$ cat config.mk
export PLATFORM = sky130hd
export DESIGN_NAME = conv_out_packer_flat
export DESIGN_NICKNAME = d
export VERILOG_FILES = /design/src/rtl/conv_out_packer_if.sv /design/src/rtl/conv_out_packer.sv /design/src/flat_wrapper.sv
export SDC_FILE = /design/constraint.sdc
export NUM_CORES = 1
export LEC_CHECK = 0
export CAP_MARGIN = 20
export CORE_MARGIN = 2
export CORE_UTILIZATION = 45
export CTS_BUF_LIST = sky130_fd_sc_hd__clkbuf_8
export DETAILED_ROUTE_END_ITERATION = 8
export PLACE_DENSITY = 0.76
export SETUP_SLACK_MARGIN = 0.02
export SYNTH_ARGS = -nofsm -noshare
export SYNTH_HDL_FRONTEND = slang
export SYNTH_SLANG_ARGS = --single-unit
$ cat constraint.sdc
create_clock -name i_clk -period 5.29 [get_ports i_clk]
set_clock_uncertainty 0.2 [all_clocks]
set_input_delay 0.529 -clock i_clk [delete_from_list [all_inputs] [get_ports i_clk]]
set_output_delay 0.529 -clock i_clk [all_outputs]
set_load 0.01 [all_outputs]
$ cat src/rtl/conv_out_packer_if.sv
// Accumulator stream and packed four-lane pixel output of the convolution output stage.
// The packer owns the slave side; the convolution core / bench owns the master side.
interface conv_out_packer_if #(
    parameter int ACC_W  = 24,
    parameter int ADDR_W = 12
);
    logic                     i_acc_valid;
    logic signed [ACC_W-1:0]  i_acc_data;
    logic                     o_acc_ready;

    logic [7:0]               o_out_data1;
    logic [7:0]               o_out_data2;
    logic [7:0]               o_out_data3;
    logic [7:0]               o_out_data4;
    logic [ADDR_W-1:0]        o_out_addr1;
    logic [ADDR_W-1:0]        o_out_addr2;
    logic [ADDR_W-1:0]        o_out_addr3;
    logic [ADDR_W-1:0]        o_out_addr4;
    logic                     o_out_valid1;
    logic                     o_out_valid2;
    logic                     o_out_valid3;
    logic                     o_out_valid4;
    logic                     o_exe_finish;

    modport master (
        output i_acc_valid, i_acc_data,
        input  o_acc_ready,
        input  o_out_data1, o_out_data2, o_out_data3, o_out_data4,
        input  o_out_addr1, o_out_addr2, o_out_addr3, o_out_addr4,
        input  o_out_valid1, o_out_valid2, o_out_valid3, o_out_valid4,
        input  o_exe_finish
    );

    modport slave (
        input  i_acc_valid, i_acc_data,
        output o_acc_ready,
        output o_out_data1, o_out_data2, o_out_data3, o_out_data4,
        output o_out_addr1, o_out_addr2, o_out_addr3, o_out_addr4,
        output o_out_valid1, o_out_valid2, o_out_valid3, o_out_valid4,
        output o_exe_finish
    );
endinterface

$ cat src/rtl/conv_out_packer.sv
// Convolution output stage: shift/clamp MAC sums to 8-bit pixels and pack them four per beat.
// Optional feature macro CONV_OUT_ROUND_EN: round half up before the shift (default truncates).
module conv_out_packer #(
    parameter int ACC_W  = 24,
    parameter int FRAC_W = 7,
    parameter int ADDR_W = 12
) (
    input  logic               i_clk,
    input  logic               i_rst,
    input  logic               i_cfg_valid,
    input  logic [6:0]         i_out_dim,
    conv_out_packer_if.slave   bus
);

    typedef enum logic [1:0] {
        IDLE,
        RUN,
        FLUSH,
        DONE
    } state_t;

`ifdef CONV_OUT_ROUND_EN
    localparam logic signed [ACC_W:0] RND = (ACC_W+1)'(1) << (FRAC_W - 1);
`else
    localparam logic signed [ACC_W:0] RND = '0;
`endif
    localparam logic signed [ACC_W:0] PIX_MAX = (ACC_W+1)'(255);

    state_t                    state;
    state_t                    state_nxt;
    logic [13:0]               total;
    logic [13:0]               idx;
    logic [1:0]                lane;
    logic                      xfer;
    logic                      last;
    logic                      group_done;
    logic                      start;

    logic signed [ACC_W:0]     acc_ext;
    logic signed [ACC_W:0]     acc_sum;
    logic signed [ACC_W:0]     acc_shr;
    logic [7:0]                pix;

    logic [3:0][7:0]           col_data;
    logic [3:0][ADDR_W-1:0]    col_addr;
    logic [3:0][7:0]           out_data;
    logic [3:0][ADDR_W-1:0]    out_addr;
    logic [3:0]                out_valid;

    // One extra bit of headroom so adding the rounding constant can never overflow.
    assign acc_ext = {bus.i_acc_data[ACC_W-1], bus.i_acc_data};
    assign acc_sum = acc_ext + RND;
    assign acc_shr = acc_sum >>> FRAC_W;

    always_comb begin
        pix = acc_shr[7:0];
        if (acc_shr[ACC_W]) begin
            pix = 8'd0;
        end else if (acc_shr > PIX_MAX) begin
            pix = 8'd255;
        end
    end

    assign start      = i_cfg_valid && (state == IDLE || state == DONE);
    assign xfer       = bus.i_acc_valid && (state == RUN);
    assign last       = (idx == total - 14'd1);
    assign lane       = idx[1:0];
    assign group_done = xfer && (lane == 2'd3 || last);

    always_ff @(posedge i_clk) begin
        if (i_rst) begin
            state <= IDLE;
        end else begin
            state <= state_nxt;
        end
    end

    always_comb begin
        state_nxt = state;
        case (state)
            IDLE:    if (i_cfg_valid) state_nxt = RUN;
            RUN:     if (xfer && last) state_nxt = FLUSH;
            FLUSH:   state_nxt = DONE;
            DONE:    if (i_cfg_valid) state_nxt = RUN;
            default: state_nxt = IDLE;
        endcase
    end

    // Collect bank fills lane by lane; the completing sample bypasses it straight into the
    // output bank, so a new group can start collecting on the very next transfer.
    always_ff @(posedge i_clk) begin
        if (i_rst) begin
            total     <= '0;
            idx       <= '0;
            col_data  <= '0;
            col_addr  <= '0;
            out_data  <= '0;
            out_addr  <= '0;
            out_valid <= '0;
        end else begin
            if (start) begin
                total <= {7'd0, i_out_dim} * {7'd0, i_out_dim};
                idx   <= '0;
            end else if (xfer) begin
                idx <= idx + 14'd1;
            end

            if (xfer) begin
                col_data[lane] <= pix;
                col_addr[lane] <= idx[ADDR_W-1:0];
            end

            for (int i = 0; i < 4; i++) begin
                if (group_done && i <= int'(lane)) begin
                    out_valid[i] <= 1'b1;
                    out_data[i]  <= (i == int'(lane)) ? pix : col_data[i];
                    out_addr[i]  <= (i == int'(lane)) ? idx[ADDR_W-1:0] : col_addr[i];
                end else begin
                    out_valid[i] <= 1'b0;
                    out_data[i]  <= 8'd0;
                    out_addr[i]  <= '0;
                end
            end
        end
    end

    assign bus.o_acc_ready  = (state == RUN);
    assign bus.o_exe_finish = (state == DONE);

    assign bus.o_out_data1  = out_data[0];
    assign bus.o_out_data2  = out_data[1];
    assign bus.o_out_data3  = out_data[2];
    assign bus.o_out_data4  = out_data[3];
    assign bus.o_out_addr1  = out_addr[0];
    assign bus.o_out_addr2  = out_addr[1];
    assign bus.o_out_addr3  = out_addr[2];
    assign bus.o_out_addr4  = out_addr[3];
    assign bus.o_out_valid1 = out_valid[0];
    assign bus.o_out_valid2 = out_valid[1];
    assign bus.o_out_valid3 = out_valid[2];
    assign bus.o_out_valid4 = out_valid[3];

endmodule

$ cat src/flat_wrapper.sv
// flat-port wrapper written by rule: the top's interface ports become plain ports
module conv_out_packer_flat 
#(
    parameter int ACC_W  = 24,
    parameter int FRAC_W = 7,
    parameter int ADDR_W = 12
)
  (i_clk, i_rst, i_cfg_valid, i_out_dim, bus_i_acc_valid, bus_i_acc_data, bus_o_acc_ready, bus_o_out_data1, bus_o_out_data2, bus_o_out_data3, bus_o_out_data4, bus_o_out_addr1, bus_o_out_addr2, bus_o_out_addr3, bus_o_out_addr4, bus_o_out_valid1, bus_o_out_valid2, bus_o_out_valid3, bus_o_out_valid4, bus_o_exe_finish);
  conv_out_packer_if #(.ACC_W(ACC_W), .ADDR_W(ADDR_W)) bus_i ();
  input  logic i_clk;
  input  logic i_rst;
  input  logic i_cfg_valid;
  input  logic [6:0] i_out_dim;
  input wire logic [$bits(bus_i.i_acc_valid)-1:0] bus_i_acc_valid;
  input wire logic [$bits(bus_i.i_acc_data)-1:0] bus_i_acc_data;
  output wire logic [$bits(bus_i.o_acc_ready)-1:0] bus_o_acc_ready;
  output wire logic [$bits(bus_i.o_out_data1)-1:0] bus_o_out_data1;
  output wire logic [$bits(bus_i.o_out_data2)-1:0] bus_o_out_data2;
  output wire logic [$bits(bus_i.o_out_data3)-1:0] bus_o_out_data3;
  output wire logic [$bits(bus_i.o_out_data4)-1:0] bus_o_out_data4;
  output wire logic [$bits(bus_i.o_out_addr1)-1:0] bus_o_out_addr1;
  output wire logic [$bits(bus_i.o_out_addr2)-1:0] bus_o_out_addr2;
  output wire logic [$bits(bus_i.o_out_addr3)-1:0] bus_o_out_addr3;
  output wire logic [$bits(bus_i.o_out_addr4)-1:0] bus_o_out_addr4;
  output wire logic [$bits(bus_i.o_out_valid1)-1:0] bus_o_out_valid1;
  output wire logic [$bits(bus_i.o_out_valid2)-1:0] bus_o_out_valid2;
  output wire logic [$bits(bus_i.o_out_valid3)-1:0] bus_o_out_valid3;
  output wire logic [$bits(bus_i.o_out_valid4)-1:0] bus_o_out_valid4;
  output wire logic [$bits(bus_i.o_exe_finish)-1:0] bus_o_exe_finish;
  assign bus_i.i_acc_valid = bus_i_acc_valid;
  assign bus_i.i_acc_data = bus_i_acc_data;
  assign bus_o_acc_ready = bus_i.o_acc_ready;
  assign bus_o_out_data1 = bus_i.o_out_data1;
  assign bus_o_out_data2 = bus_i.o_out_data2;
  assign bus_o_out_data3 = bus_i.o_out_data3;
  assign bus_o_out_data4 = bus_i.o_out_data4;
  assign bus_o_out_addr1 = bus_i.o_out_addr1;
  assign bus_o_out_addr2 = bus_i.o_out_addr2;
  assign bus_o_out_addr3 = bus_i.o_out_addr3;
  assign bus_o_out_addr4 = bus_i.o_out_addr4;
  assign bus_o_out_valid1 = bus_i.o_out_valid1;
  assign bus_o_out_valid2 = bus_i.o_out_valid2;
  assign bus_o_out_valid3 = bus_i.o_out_valid3;
  assign bus_o_out_valid4 = bus_i.o_out_valid4;
  assign bus_o_exe_finish = bus_i.o_exe_finish;
  conv_out_packer #(.ACC_W(ACC_W), .FRAC_W(FRAC_W), .ADDR_W(ADDR_W)) u_core (.i_clk(i_clk), .i_rst(i_rst), .i_cfg_valid(i_cfg_valid), .i_out_dim(i_out_dim), .bus(bus_i));
endmodule
After elaboration in Yosys (flattened, before gate mapping)
Index checks and enable logic that the tools add are counted.

operators by class
  add/subtract/negate cells = 2
  multiply operators = 1
  $lt $le $gt $ge = 6
  equality and inequality tests = 10
  multiplexer cells = 23
  bitwise gates (word level) = 4
  reduce and logical (&&, ||, !) cells = 19

operators with widths
  operator               count
  $mux 12                5
  $mux 8                 7
  $bwmux 48              1
  $bwmux 32              1
  $demux 12 s2           1
  $gt 17x9->1 const B    1
  $demux 8 s2            1
  $add 14x1->14 const B  1
  $eq 14x14->1           1
  $mul 7x7->14           1
  $sub 14x1->14 const B  1
  $reduce_or 2->1        6
  $logic_and 1x1->1      8
  $eq 2x2->1 const B     3
  $pmux 2 s3             1
  $eq 2x2->1 const A     2
  $le 2x2->1 const A     2
  $logic_not 2->1        2
  $mux 1                 4
  $mux 2                 2
  $ne 2x1->1 const B     2
  $not 1->1              4
  $lt 2x3->1 const B     1
  $eq 1x2->1 const A     1
  5 further kinds        6

word-level totals
  flip-flop bits (word level) = 194
  bits of input ports = 35
  output and inout bits = 86
  logic and storage cells = 85

Depth between registers and ports, before layout
  word-level depth = 7
  gate-level depth with buffers = 18
  depth with buffers taken out = 17

Worst setup path after synthesis
Ideal clock, no wire load.

  path type = input-to-reg
  start = input i_out_dim[0]
  end = register u_core.total[13]
  library setup time = 0.124 ns
  arrival time = 4.345 ns
  data required time = 4.966 ns
  setup slack = 0.621 ns
  cell stages on the path = 18
  path buffers = 1
  cell sequence = clkbuf_1 > nand2_1 > xor2_1 > ha_1 > inv_1 > fa_1 > inv_1 > fa_1 > inv_1 > fa_1 > inv_1 > ha_1 > and3_1 > a21oi_1 > a31oi_1 > o41ai_1 > xnor2_1 > o22ai_1

on the way
  word-level cells in the longest chain between the ends = 1

RTL lines
  item                  RTL line                text
  from (decl)           flat_wrapper.sv:13      input logic [6:0] i_out_dim;
  $mul 7x7->14          conv_out_packer.sv:102  total <= {7'd0, i_out_dim} * {7'd0, i_out_dim};
  to (signal assigned)  conv_out_packer.sv:102
  to (decl)             conv_out_packer.sv:31   logic [13:0] total;

No other way between the ends.
A chain may end at the register's enable or synchronous reset.

Final worst setup path
  start = input i_out_dim[2]
  end = register u_core.total[13]

Same word-level chain as after synthesis.

==> impl_metrics.ini <==
[global_route]
overflow = 0
grt_start_max_net_pins = 81
grt-busiest-layer = met2
antenna_found_initial = 0
use_met2_pct = 32.3
grt_pass1_vias = 6056
grt.met1_usage_pct = 25.3
grt_pass1_wl_um = 31000
met3_usage_pct = 4.44
track_usage_pct = 19.4

[yosys]
ys_async_sr_fraction_pct = 0
ys_seq_area_share_pct = 42.0
synth_top_area_share_pct = 42.0
synth_seq_cells = 173
syn_nets = 1000
synth-main-ff-cell = dfxtp_1
synth_most_common_cell = dfxtp_1
synthCells = 918
synthTopCellsByCount = dfxtp_1 (173), nand2_1 (147), a21oi_1 (79), clkbuf_1 (69), mux2i_1 (63)
yosys.area.top_type = dfxtp_1
synth_cell_type_count = 56
synth_edf_count = 0
syn_area_um2 = 8240
netlist_top_cells_area = dfxtp_1 (42%), mux2i_1 (7.7%), nand2_1 (6.7%)
synth_warnings = 0
synth.avg_cell_area_um2 = 8.97

[power]
comb_power_share_pct = 27.2
seq_power_share_pct = 44.9
leakage_uw = 0.00357
swShare_pct = 32.2
internal_power_uw = 2120
switching_power_uw = 1010
ir_worst_vdd_mv = 0.221
p_clk_share_pct = 27.9
powerDensity_nw_per_um2 = 318
total_power_uw = 3130

[cells_and_area]
design_area_um2 = 9830
drive_gt1_share_pct = 8.42
fin_nets = 1069
areaGrowthSynthToFinish_pct = 19.3
n_antenna_cell = 0

[worst_setup_path]
slowest_stage = fa_1
crit_arrival_ns = 4.85
r2r_cells = 9
crit_top_cell = inv_1
timing.critical_path.cells = clkdlybuf4s50_1 -> inv_1 -> nor2_1 -> ha_1 -> xor2_1 -> fa_1 -> inv_1 -> fa_1 -> inv_1 -> fa_1 -> inv_1 -> ha_1 -> and3_1 -> a21oi_1 -> a31oi_1 -> o41ai_1 -> xnor2_1 -> o22ai_1
crit_type = input port to flip-flop
crit_required_ns = 5.42
endpoint_kind = flip-flop
crit_path_max_incr_delay_ns = 0.52
worst_setup_path_start_kind = input port
cp_max_fo = 4

[route]
drc = 0
dr.first_iter.drc_count = 394
wl_per_cell_um = 15.4
first_pass_iters = 5
postRouteAntennaNets = 0
routed_wl_um = 18900
viasPerCell = 5.34
vias = 6556

[clock_tree]
insertion_delay_ns = 0.46
numCtsBuffers = 17
cts_buffer_depth = 2
postCtsHoldBufs = 0
ctsResizeCount = 0
cts.htree.levels = 4
clk_pin_slew_worst_paths_ns = 0.08
cts.sinks = 173
clockRootBuffer = clkbuf_8
cts_tree = built
cts_setup_buffers = 0

[place]
port_buffers = 113
place_hpwl_um = 12800
preCtsSetupSlack_ns = 0.0925
place_area_um2 = 9450
place_congestion = 0.828

[sta]
finalSetupViolCount = 0
hold_viol = 0
layout_min_cycle_time_ns = 4.72
rsz0062_at_grt = false
holdWs_ns = 0.254
fin_ws_ns = 0.568
slew_headroom_pct = 38.9
setup-tns-final_ns = 0
period_share_pct = 89.3
worst_pin_slew_ns = 0.916
maxSlewViolCount = 0
max_freq_mhz = 212

[hold_path]
hp-class = flip-flop to flip-flop
hold_path_depth = 2

[floorplanning]
die_y_um = 139
io_pins = 121
fp-row-count = 49
dieArea_um2 = 19400
floorplan.initialDensity_pct = 45.9
core_um2 = 18000
die_x_um = 139

[job]
cap_viol_max_count = 0

[status]
status = finished clean
==> power groups by stage <==
stage / clock [µW] / sequential (µW) / combinational [µW]
2_1_floorplan: 0 / 1420 / 679
3_3_place_gp: 0 / 1430 / 831
6_report: 873 / 1400 / 852
5_1_grt: 953 / 1410 / 952
4_1_cts: 888 / 1400 / 851
3_5_place_dp: 0 / 1430 / 846
==> worst max-delay path, delay by kind of cell <==
family	cells	cell delay [ns]
adders and majority gates	5	2.13
AOI/OAI and AO/OA	4	0.79
buffers and inverters	5	0.70
and+or+nand+nor	2	0.36
xor gates and xnor gates	2	0.34
==> cell type report <==
class / count / area, µm²
Fill cell: 1632 / 8130
Timing Repair Buffer: 127 / 1240
Clock inverter: 11 / 105
Inverter: 30 / 113
Clock buffer: 19 / 262
Multi-Input combinational cell: 638 / 4370
Tap cell: 229 / 287
Sequential cell: 173 / 3460
==> layout by cell type (no fill, tap or decap), drive strengths merged, types with 5 or more instances in the layout <==
cell | Yosys | final
and3 | 19 | 19
fa | 13 | 13
a31oi | 6 | 6
nor4 | 53 | 53
ha | 34 | 34
nand2 | 147 | 147
nor2b | 6 | 6
or3 | 5 | 5
o21ai | 13 | 13
nor3 | 35 | 35
mux2i | 63 | 63
and2 | 15 | 15
nand4 | 5 | 5
a21oi | 80 | 80
clkdlybuf4s50 | 0 | 112
clkbuf | 69 | 19
nor2 | 52 | 52
xor2 | 16 | 16
nand3 | 17 | 17
inv | 29 | 35
xnor2 | 20 | 20
buf | 8 | 15
dfxtp | 173 | 173
==> registers in the layout (all words and copies together) (netlist names), 4 cells and up <==
name and flops:
u_core.bus.o_out_addr3 12, u_core.bus.o_out_data1 8, u_core.bus.o_out_data3 8, u_core.col_data 24
u_core.col_addr 36, u_core.total 13, u_core.out_valid 4, u_core.bus.o_out_data2 8
u_core.bus.o_out_addr2 12, u_core.idx 14, u_core.bus.o_out_addr4 12, u_core.bus.o_out_data4 8
u_core.bus.o_out_addr1 12
==> kinds of logic (layout without fill, tap and decap cells) <==
kind of cell | Yosys count | count (layout) | share of synthesized area (%)
and+or+nand+nor | 369 | 369 | 24.5
DFF | 173 | 173 | 42.0
AOI/OAI and AO/OA | 123 | 123 | 8.55
buffers and inverters | 107 | 187 | 5.12
muxes | 63 | 63 | 7.65
adders and majority gates | 47 | 47 | 8.32
xor gates and xnor gates | 36 | 36 | 3.83
==> path summary, 6_finish.rpt <==
kind	from	end	slack (ns)
worst max register to register	u_core.state[1]$_SDFFE_PP0P_	u_core.bus.o_out_addr3[11]$_SDFF_PP0_	1.76
worst min-delay path	u_core.col_data[2]$_SDFFE_PP0P_	u_core.col_data[2]$_SDFFE_PP0P_	0.25
worst min register to register	u_core.col_data[2]$_SDFFE_PP0P_	u_core.col_data[2]$_SDFFE_PP0P_	0.25
worst max-delay path	i_out_dim[2]	u_core.total[13]$_SDFFE_PP0P_	0.57
==> stage by stage <==
step	std cells	util [%]
final	1227	54.7
after global placement	1196	52.6
after global routing	1227	54.7
after floorplan	918	-
after detailed placement	1196	52.6
after CTS	1226	54.7
==> metal layers <==
metal / vias up / routed length, µm
li1: 3273 / -
met1: 3105 / 8700
met2: 157 / 8900
met3: 21 / 961
met4: 0 / 346
met5: - / 0
Note: power is estimated with default switching activity, not from simulation.
